`src/rtl/write_port_arbiter_pkg.sv`:
```
// Package wpa_pkg: destination codes shared by the write-port arbiter and
// users of write_en_decoder. It also holds a helper that classifies a code.
//   DEST_W   : width of a destination code
//   DEST_*   : destination map (0 none, 1 PC, 2 DR, 3..7 R1..R5, 8 TR)
//   DEST_MAX : highest code that names a real register
package wpa_pkg;

    localparam int DEST_W = 4;

    localparam logic [DEST_W-1:0] DEST_NONE = 4'd0;
    localparam logic [DEST_W-1:0] DEST_PC   = 4'd1;
    localparam logic [DEST_W-1:0] DEST_DR   = 4'd2;
    localparam logic [DEST_W-1:0] DEST_R1   = 4'd3;
    localparam logic [DEST_W-1:0] DEST_R2   = 4'd4;
    localparam logic [DEST_W-1:0] DEST_R3   = 4'd5;
    localparam logic [DEST_W-1:0] DEST_R4   = 4'd6;
    localparam logic [DEST_W-1:0] DEST_R5   = 4'd7;
    localparam logic [DEST_W-1:0] DEST_TR   = 4'd8;
    localparam logic [DEST_W-1:0] DEST_MAX  = DEST_TR;

    // True when the code addresses a real register (1..DEST_MAX).
    function automatic logic dest_valid(input logic [DEST_W-1:0] d);
        return (d != DEST_NONE) && (d <= DEST_MAX);
    endfunction

endpackage

```
`src/rtl/write_port_arbiter_rr_pick.sv`:
```
// rr_pick: combinational round-robin picker.
//   elig_i    : eligible requesters
//   ptr_i     : index that has first priority this cycle
//   win_oh_o  : one-hot winner
//   win_idx_o : winner index
//   valid_o   : a winner exists
module rr_pick #(
    parameter int N_REQ = 3,
    parameter int IDX_W = 2
) (
    input  logic [N_REQ-1:0] elig_i,
    input  logic [IDX_W-1:0] ptr_i,
    output logic [N_REQ-1:0] win_oh_o,
    output logic [IDX_W-1:0] win_idx_o,
    output logic             valid_o
);

    // Two ordered passes: first the indices at or above the pointer, then the
    // ones below it. The first eligible hit in that order wins.
    always_comb begin
        win_oh_o  = '0;
        win_idx_o = '0;
        valid_o   = 1'b0;
        for (int j = 0; j < N_REQ; j++) begin
            if (!valid_o && elig_i[j] && (j >= int'(ptr_i))) begin
                valid_o     = 1'b1;
                win_oh_o[j] = 1'b1;
                win_idx_o   = IDX_W'(j);
            end
        end
        for (int j = 0; j < N_REQ; j++) begin
            if (!valid_o && elig_i[j] && (j < int'(ptr_i))) begin
                valid_o     = 1'b1;
                win_oh_o[j] = 1'b1;
                win_idx_o   = IDX_W'(j);
            end
        end
    end

endmodule

```
`src/rtl/write_port_arbiter.sv`:
```
// write_port_arbiter: round-robin arbiter for the single register-file write
// port. It picks one requester per cycle and registers the grant, the
// destination code for write_en_decoder and the write data.
//   clk, rst     : clock, synchronous active-high reset
//   req          : per-requester level request
//   dest         : per-requester destination codes, 4 bits each
//   wdata        : per-requester write data, DATA_W bits each
//   hold         : datapath stall, blocks new grants
//   gnt          : registered one-hot grant pulse
//   selection_en : registered destination code, 0 = no write
//   bus_data     : registered write data of the last grant
//   dest_err     : invalid-destination pulse
// Optional feature macro: WPA_DEST_CHECK_EN (destination range check).
//
// Handshake: a requester holds req/dest/wdata stable until it sees its gnt
// bit high. The cycle gnt is high retires the transfer. A requester is
// ineligible while its own grant is visible, so one level request is never
// granted twice.
module write_port_arbiter
    import wpa_pkg::*;
#(
    parameter int DATA_W = 16,
    parameter int N_REQ  = 3
) (
    input  logic                    clk,
    input  logic                    rst,
    input  logic [N_REQ-1:0]        req,
    input  logic [DEST_W*N_REQ-1:0] dest,
    input  logic [DATA_W*N_REQ-1:0] wdata,
    input  logic                    hold,
    output logic [N_REQ-1:0]        gnt,
    output logic [DEST_W-1:0]       selection_en,
    output logic [DATA_W-1:0]       bus_data,
    output logic                    dest_err
);

    localparam int IDX_W = (N_REQ > 2) ? 2 : 1;

    logic [N_REQ-1:0]  gnt_q, gnt_d;
    logic [DEST_W-1:0] sel_q, sel_d;
    logic [DATA_W-1:0] bus_q, bus_d;
    logic [IDX_W-1:0]  ptr_q, ptr_d;

    logic [N_REQ-1:0]  elig;
    logic [N_REQ-1:0]  win_oh;
    logic [IDX_W-1:0]  win_idx;
    logic              win_valid;
    logic [DEST_W-1:0] win_dest;
    logic [DATA_W-1:0] win_data;

    assign elig = req & ~gnt_q;

    rr_pick #(
        .N_REQ (N_REQ),
        .IDX_W (IDX_W)
    ) u_pick (
        .elig_i    (elig),
        .ptr_i     (ptr_q),
        .win_oh_o  (win_oh),
        .win_idx_o (win_idx),
        .valid_o   (win_valid)
    );

    // Mux the winner's slices by one-hot select.
    always_comb begin
        win_dest = '0;
        win_data = '0;
        for (int i = 0; i < N_REQ; i++) begin
            if (win_oh[i]) begin
                win_dest = dest[i*DEST_W +: DEST_W];
                win_data = wdata[i*DATA_W +: DATA_W];
            end
        end
    end

    logic take;
    assign take = win_valid && !hold;

    always_comb begin
        gnt_d = '0;
        sel_d = DEST_NONE;
        bus_d = bus_q;
        ptr_d = ptr_q;
        if (take) begin
            gnt_d = win_oh;
            bus_d = win_data;
            ptr_d = (int'(win_idx) == N_REQ - 1) ? '0 : win_idx + 1'b1;
`ifdef WPA_DEST_CHECK_EN
            sel_d = dest_valid(win_dest) ? win_dest : DEST_NONE;
`else
            sel_d = win_dest;
`endif
        end
    end

    always_ff @(posedge clk) begin
        if (rst) begin
            gnt_q <= '0;
            sel_q <= DEST_NONE;
            bus_q <= '0;
            ptr_q <= '0;
        end else begin
            gnt_q <= gnt_d;
            sel_q <= sel_d;
            bus_q <= bus_d;
            ptr_q <= ptr_d;
        end
    end

`ifdef WPA_DEST_CHECK_EN
    // The grant still retires the request; only the write is suppressed.
    logic err_q, err_d;
    assign err_d = take && !dest_valid(win_dest);

    always_ff @(posedge clk) begin
        if (rst) begin
            err_q <= 1'b0;
        end else begin
            err_q <= err_d;
        end
    end
    assign dest_err = err_q;
`else
    assign dest_err = 1'b0;
`endif

    assign gnt          = gnt_q;
    assign selection_en = sel_q;
    assign bus_data     = bus_q;

endmodule

```
`config.mk`:
```
export PLATFORM = sky130hd
export DESIGN_NAME = write_port_arbiter
export DESIGN_NICKNAME = d
export VERILOG_FILES = /design/src/rtl/write_port_arbiter_pkg.sv /design/src/rtl/write_port_arbiter_rr_pick.sv /design/src/rtl/write_port_arbiter.sv
export SDC_FILE = /design/constraint.sdc
export NUM_CORES = 1
export LEC_CHECK = 0
export CORE_MARGIN = 2
export CORE_UTILIZATION = 37
export DETAILED_ROUTE_END_ITERATION = 10
export PLACE_DENSITY = 0.85
export SYNTH_ARGS = -nofsm -noshare
export SYNTH_HDL_FRONTEND = slang
export SYNTH_SLANG_ARGS = --single-unit
```
`constraint.sdc`:
```
create_clock -name clk -period 2.6 [get_ports clk]
set_input_delay 0.52 -clock clk [delete_from_list [all_inputs] [get_ports clk]]
set_output_delay 0.52 -clock clk [all_outputs]
set_load 0.02 [all_outputs]
```
==> results of run 1 <==
[power by group]
part	switching (W)	leakage (nW)	internal (W)
clock network	0.000116	0.0177	0.0000575
logic	0.000156	0.638	0.000197
registers	0.0000180	0.205	0.000414
[worst min-delay path by stage]
| stage | start | slack, ns | end | cells past startpoint |
|---|---|---|---|---|
| final | bus_data[7]$_SDFFE_PP0P_ | 0.48 | bus_data[7]$_SDFFE_PP0P_ | 2 |
| after global routing | bus_data[10]$_SDFFE_PP0P_ | 0.52 | bus_data[10]$_SDFFE_PP0P_ | 2 |
| after CTS | bus_data[4]$_SDFFE_PP0P_ | 0.49 | bus_data[4]$_SDFFE_PP0P_ | 2 |
| after detailed placement | bus_data[0]$_SDFFE_PP0P_ | 0.45 | bus_data[0]$_SDFFE_PP0P_ | 2 |
| after global placement | bus_data[5]$_SDFFE_PP0P_ | 0.44 | bus_data[5]$_SDFFE_PP0P_ | 2 |
| after floorplan | bus_data[1]$_SDFFE_PP0P_ | 0.53 | bus_data[1]$_SDFFE_PP0P_ | 2 |
[cells in the mapped netlist]
library cell   n
a22oi_1       15
a21oi_1        1
o32ai_2        1
a221oi_1       5
conb_1         1
inv_1         17
o221ai_2      10
nor3_1         4
xor2_1         1
o31ai_1        1
o221ai_1       6
nand2b_4       1
nor2b_1        3
a31oi_4        1
nor2_1        10
buf_6          2
buf_4          1
buf_2          3
inv_2          1
nand2b_1       4
nand2_1       17
a211oi_1       2
o221a_2        1
nand2b_2       1
dfxtp_1       25
mux2i_1        1
o22a_1         1
or2_1          1
clkbuf_1       4
[per-layer routing]
layer	global-route usage, %	up-vias	wire length (um)
li1	-	685	-
met2	31.9	74	1770
met4	5.83	0	18
met3	5.59	2	351
met1	24.8	609	1570
met5	0	-	0
[sequential cells by signal, indices dropped and copies added (netlist names)]
name	count
bus_data	16
gnt	3
ptr_q	2
selection_en	4
[cell type report]
cell class | count | area, um2
well taps | 46 | 57.6
repair buffers | 93 | 918
clock buffers | 3 | 22.5
inverters | 18 | 67.6
fillers | 295 | 1100
multi-input cells | 88 | 666
flip-flops and latches | 25 | 500
clock inverters | 1 | 5.00
[worst reg2reg max path, cell delays in order, from the launching register on]
cell and delay (ns):
dfxtp_1 0.37, nand2b_1 0.21, a31oi_4 0.14, nor2_1 0.83
nand2_1 0.18, o221ai_2 0.10
[cells by family after synthesis]
| group | after synthesis | share of synthesized area [%] |
|---|---|---|
| AO/OA/AOI/OAI | 44 | 34.5 |
| XOR/XNOR | 1 | 0.680 |
| buffers and inverters | 28 | 9.90 |
| flip-flops | 25 | 38.8 |
| multiplexers | 1 | 0.777 |
| other | 1 | 0.291 |
| AND/OR/NAND/NOR | 41 | 15.0 |
[through the flow]
| stage | setup WS, ns | hold slack (ns) | power, W | utilization (%) | instances |
|---|---|---|---|---|---|
| 2_1_floorplan | 0.851 | 0.533 | 0.000608 | - | 141 |
| 3_3_place_gp | 0.221 | 0.442 | 0.000791 | 66.2 | 270 |
| 3_5_place_dp | 0.107 | 0.451 | 0.000795 | 66.2 | 270 |
| 4_1_cts | 0.446 | 0.485 | 0.000966 | 67.0 | 274 |
| 5_1_grt | 0.302 | 0.515 | 0.00102 | 67.0 | 274 |
| 6_report | 0.477 | 0.482 | 0.000958 | 67.0 | 274 |
==> results_dict.tcl, run 1 <==
set metrics [dict create \
    outcome "completed" \
    place_area_mm2 0.00221 \
    synthDistinctLibCells 29 \
    io_buffers 88 \
    ctsLongestPathBuffers 2 \
    clock.fmax_mhz 471 \
    clk_latency_ns 0.31 \
    path_depth 6 \
    rr_endpoint "bus_data[13]$_SDFFE_PP0P_" \
    grt_remaining_overflow 0 \
    synth_seq_area_share_pct 38.8 \
    root_buffer "clkbuf_4" \
    final_area_mm2 0.00224 \
    synth_top_area_cell "dfxtp_1" \
    worst-r2r-setup-slack_ns 0.69 \
    layout-drive-gt1-share_pct 11.4 \
    synth_seq_cells 25 \
    vias_per_cell 5.00 \
    post_cts.repair.setup_buffers 0 \
    drv_slew 0 \
    clk_pin_slew_ns 0.14 \
    vdd_drop_max_v 0.000259 \
    synthTopCellsByArea "dfxtp_1, o221ai_2, a22oi_1, inv_1, nand2_1" \
    ios 90 \
    cts_tree "yes" \
    synthCells 141 \
    r2r_start "gnt[2]$_SDFF_PP0_" \
    syn_nets 207 \
    post_cts_resized 0 \
    mostFrequentLayoutCell "clkdlybuf4s50_1" \
    startpoint_type "input port" \
    pwr_density_cell_mw_per_mm2 428 \
    path_max_fanout 16 \
    crit_path_max_incr_delay_ns 0.83 \
    drt_iter0_drc 84 \
    start_util_pct 38.6 \
    die_y_um 63.0 \
    grt_setup_unrepaired "no" \
    routed_wl_mm 3.71 \
    dieArea_mm2 0.00397 \
    cap_violations 0 \
    grt_pass1_vias 1342 \
    crit_arrival_ns 2.37 \
    syn-cell-area_mm2 0.00129 \
    chipWidth_um 63.0 \
    antenna_found_initial 0 \
    routedWlPerCell_um 13.5 \
    final_cell_mix "clkdlybuf4s50_1, dfxtp_1, inv_1, nand2_1, a22oi_1" \
    cts_buffers 3 \
    hold_violations 0 \
    cp_top_family "simple AND/OR/NAND/NOR gates" \
    globalplace.congestion 0.709 \
    fin_skew_ns 0.00493 \
    cp.required_ns 2.85 \
    cp-startpoint "req[0]" \
    path_buf_inv 1 \
    hold_path_class "flip-flop to flip-flop" \
    endpoint "bus_data[13]$_SDFFE_PP0P_" \
    core_mm2 0.00334 \
    grtUsageTotal_pct 19.5 \
    reg2reg_depth 5 \
    diodes 0 \
    num_rows 21 \
    area_growth_pct 73.6 \
    postCtsHoldBufs 0 \
    grt_start_max_net_pins 24 \
    critPathKind "input port to flip-flop" \
    period_minus_slack_ns 2.12 \
    tightest_slew_ns 1.08 \
    final_antenna_net_count 0 \
    p_leak_nw 0.860 \
    slowest_stage "nor2_1" \
    drt_first_pass_iters 4 \
    yosys_warnings 0 \
    grt_pass1_wl_mm 6.19 \
    final_nets 295 \
    vias 1370 \
    relSlewSlack_pct 27.8 \
    syn_avg_cell_area_um2 9.14 \
    htreeDepth 1 \
    clock_sinks 25 \
    fin_crit_sh_pct 81.7 \
    drc 0 \
    dp_hpwl_mm 2.87 \
    end_kind "flip-flop" \
    finalSetupViolations 0 \
    fin_tns_setup_ns 0 \
    synth_top_area_share_pct 38.8 \
    path_cells "clkdlybuf4s50_1, nand2b_2, a31oi_4, nor2_1, nand2_1, o221ai_2" \
]
No activity file was read; power rests on OpenSTA's default activity.
==> run 2: changes to the inputs <==
--- a/config.mk
+++ b/config.mk
@@ -6,9 +6,9 @@
 export NUM_CORES = 1
 export LEC_CHECK = 0
 export CORE_MARGIN = 2
-export CORE_UTILIZATION = 37
+export CORE_UTILIZATION = 35
 export DETAILED_ROUTE_END_ITERATION = 10
-export PLACE_DENSITY = 0.85
+export PLACE_DENSITY = 0.81
 export SYNTH_ARGS = -nofsm -noshare
 export SYNTH_HDL_FRONTEND = slang
 export SYNTH_SLANG_ARGS = --single-unit
==> constraint.sdc (replaced) <==
create_clock -name clk -period 2.2 [get_ports clk]
set_input_delay 0.44 -clock clk [delete_from_list [all_inputs] [get_ports clk]]
set_output_delay 0.44 -clock clk [all_outputs]
set_load 0.02 [all_outputs]
==> run 2 against run 1 <==
  * Wire length up 5.0%
  * Global-route usage down 0.14 points
  * Sequential power up 18%
  * Combinational power up 24%
  * Highest routed layer is now met3
  * Register-to-register slack worse by 0.24 ns
  * Worst hold slack worse by 0.017 ns
  * Via count up 0.58%
==> results_dict.tcl, run 2 (synthesized netlist as in run 1, its figures left out) <==
set metrics [dict create \
    clock.fmax_mhz 516 \
    htreeDepth 1 \
    dp_hpwl_mm 3.08 \
    start_util_pct 35.7 \
    ios 90 \
    final_antenna_net_count 0 \
    layout-drive-gt1-share_pct 13.6 \
    cap_violations 0 \
    critPathKind "input port to flip-flop" \
    clk_pin_slew_ns 0.09 \
    post_cts_resized 0 \
    drv_slew 0 \
    final_nets 302 \
    crit_arrival_ns 2.12 \
    startpoint_type "input port" \
    ctsLongestPathBuffers 2 \
    vdd_drop_max_v 0.000334 \
    cp.required_ns 2.38 \
    worst-r2r-setup-slack_ns 0.45 \
    area_growth_pct 80.2 \
    largest_reg_flops 16 \
    path_max_fanout 16 \
    routed_wl_mm 3.90 \
    post_cts.repair.setup_buffers 0 \
    root_buffer "clkbuf_8" \
    p_leak_nw 0.904 \
    clock_sinks 25 \
    drt_first_pass_iters 4 \
    finalSetupViolations 0 \
    drt_iter0_drc 60 \
    hold_path_class "flip-flop to flip-flop" \
    die_y_um 64.7 \
    diodes 0 \
    fin_crit_sh_pct 88.1 \
    grtUsageTotal_pct 19.4 \
    io_buffers 88 \
    period_minus_slack_ns 1.94 \
    r2r_start "gnt[2]$_SDFF_PP0_" \
    reg2reg_depth 5 \
    dp_slack_ns -0.101 \
    routedWlPerCell_um 13.8 \
    grt_setup_unrepaired "no" \
    final_core_util_pct 64.4 \
    pwr_density_cell_mw_per_mm2 523 \
    hp-start "bus_data[1]$_SDFFE_PP0P_" \
    setup_slack_ns 0.262 \
    fin_skew_ns 0.00601 \
    chipWidth_um 64.7 \
    clk_latency_ns 0.26 \
    hold_path_end "bus_data[1]$_SDFFE_PP0P_" \
    grt_remaining_overflow 0 \
    globalplace.congestion 0.732 \
    num_rows 22 \
    cts_buffers 3 \
    relSlewSlack_pct 34.0 \
    final_cell_mix "clkdlybuf4s50_1, dfxtp_1, inv_1, nand2_1, a22oi_1" \
    cts_tree "yes" \
    antenna_found_initial 0 \
    postCtsHoldBufs 0 \
    grt_pass1_vias 1417 \
    rr_endpoint "bus_data[4]$_SDFFE_PP0P_" \
    outcome "completed" \
    vias 1378 \
    grt_start_max_net_pins 17 \
    core_mm2 0.00361 \
    end_kind "flip-flop" \
    hold_violations 0 \
    fin_tns_setup_ns 0 \
    tightest_slew_ns 0.986 \
    vias_per_cell 4.87 \
    grt_pass1_wl_mm 6.42 \
    hold_depth 2 \
    drc 0 \
    dieArea_mm2 0.00418 \
    mostFrequentLayoutCell "clkdlybuf4s50_1" \
]
## run 2: cell count changes in the layout (fill, tap and decap cells not counted)
| cell | before | now |
|---|---|---|
| clkinv_2 | 1 | 0 |
| buf_4 | 5 | 11 |
| clkbuf_4 | 3 | 0 |
| clkbuf_8 | 0 | 3 |
| buf_12 | 0 | 1 |
| clkbuf_1 | 0 | 1 |
## run 2: final cells by class
type	count	area [um2]
fillers	313	1280
repair buffers	100	983
clock buffers	4	45.0
inverters	18	67.6
multi-input cells	88	666
flip-flops and latches	25	500
well taps	48	60.1
## run 2: routing by layer
metal	vias up	global-route usage, %	part of all wire (%)
met5	-	0	0
met4	0	2.39	0
met3	0	3.47	5.9
met2	53	35.2	52
met1	630	24.6	42
li1	695	-	-
## run 2: stage by stage
step / instances / power [W] / cell area [um2] / hold WS, ns
after floorplan: 141 / 0.000718 / 1290 / 0.512
after global placement: 279 / 0.000949 / 2280 / 0.436
after detailed placement: 279 / 0.000959 / 2280 / 0.449
after CTS: 283 / 0.00123 / 2320 / 0.469
after global routing: 283 / 0.00128 / 2320 / 0.498
final: 283 / 0.00122 / 2320 / 0.464
## run 2: how the worst max path moves through the flow
| stage | from | end | slack, ns | cells past startpoint |
|---|---|---|---|---|
| finish | req[2] | bus_data[4]$_SDFFE_PP0P_ | 0.26 | 6 |
| global route | req[2] | bus_data[0]$_SDFFE_PP0P_ | 0.05 | 6 |
| CTS | req[2] | bus_data[4]$_SDFFE_PP0P_ | 0.18 | 6 |
| detailed placement | req[2] | bus_data[4]$_SDFFE_PP0P_ | -0.10 | 6 |
| global placement | req[2] | bus_data[13]$_SDFFE_PP0P_ | -0.07 | 6 |
| floorplan | gnt[2]$_SDFF_PP0_ | bus_data[6]$_SDFFE_PP0P_ | 0.48 | 7 |
## run 2: critical path, cell delays in order
cell	delay [ns]
clkdlybuf4s50_1	0.42
nand2b_1	0.15
a31oi_4	0.10
nor2_1	0.75
nand2_1	0.14
o221ai_1	0.11
## run 2: where the power goes
part           total [W]  switching [W]  internal, W  leakage [nW]
Clock           0.000270       0.000141     0.000129        0.0228
Combinational   0.000437       0.000191     0.000246         0.677
Sequential      0.000509      0.0000207     0.000489         0.205
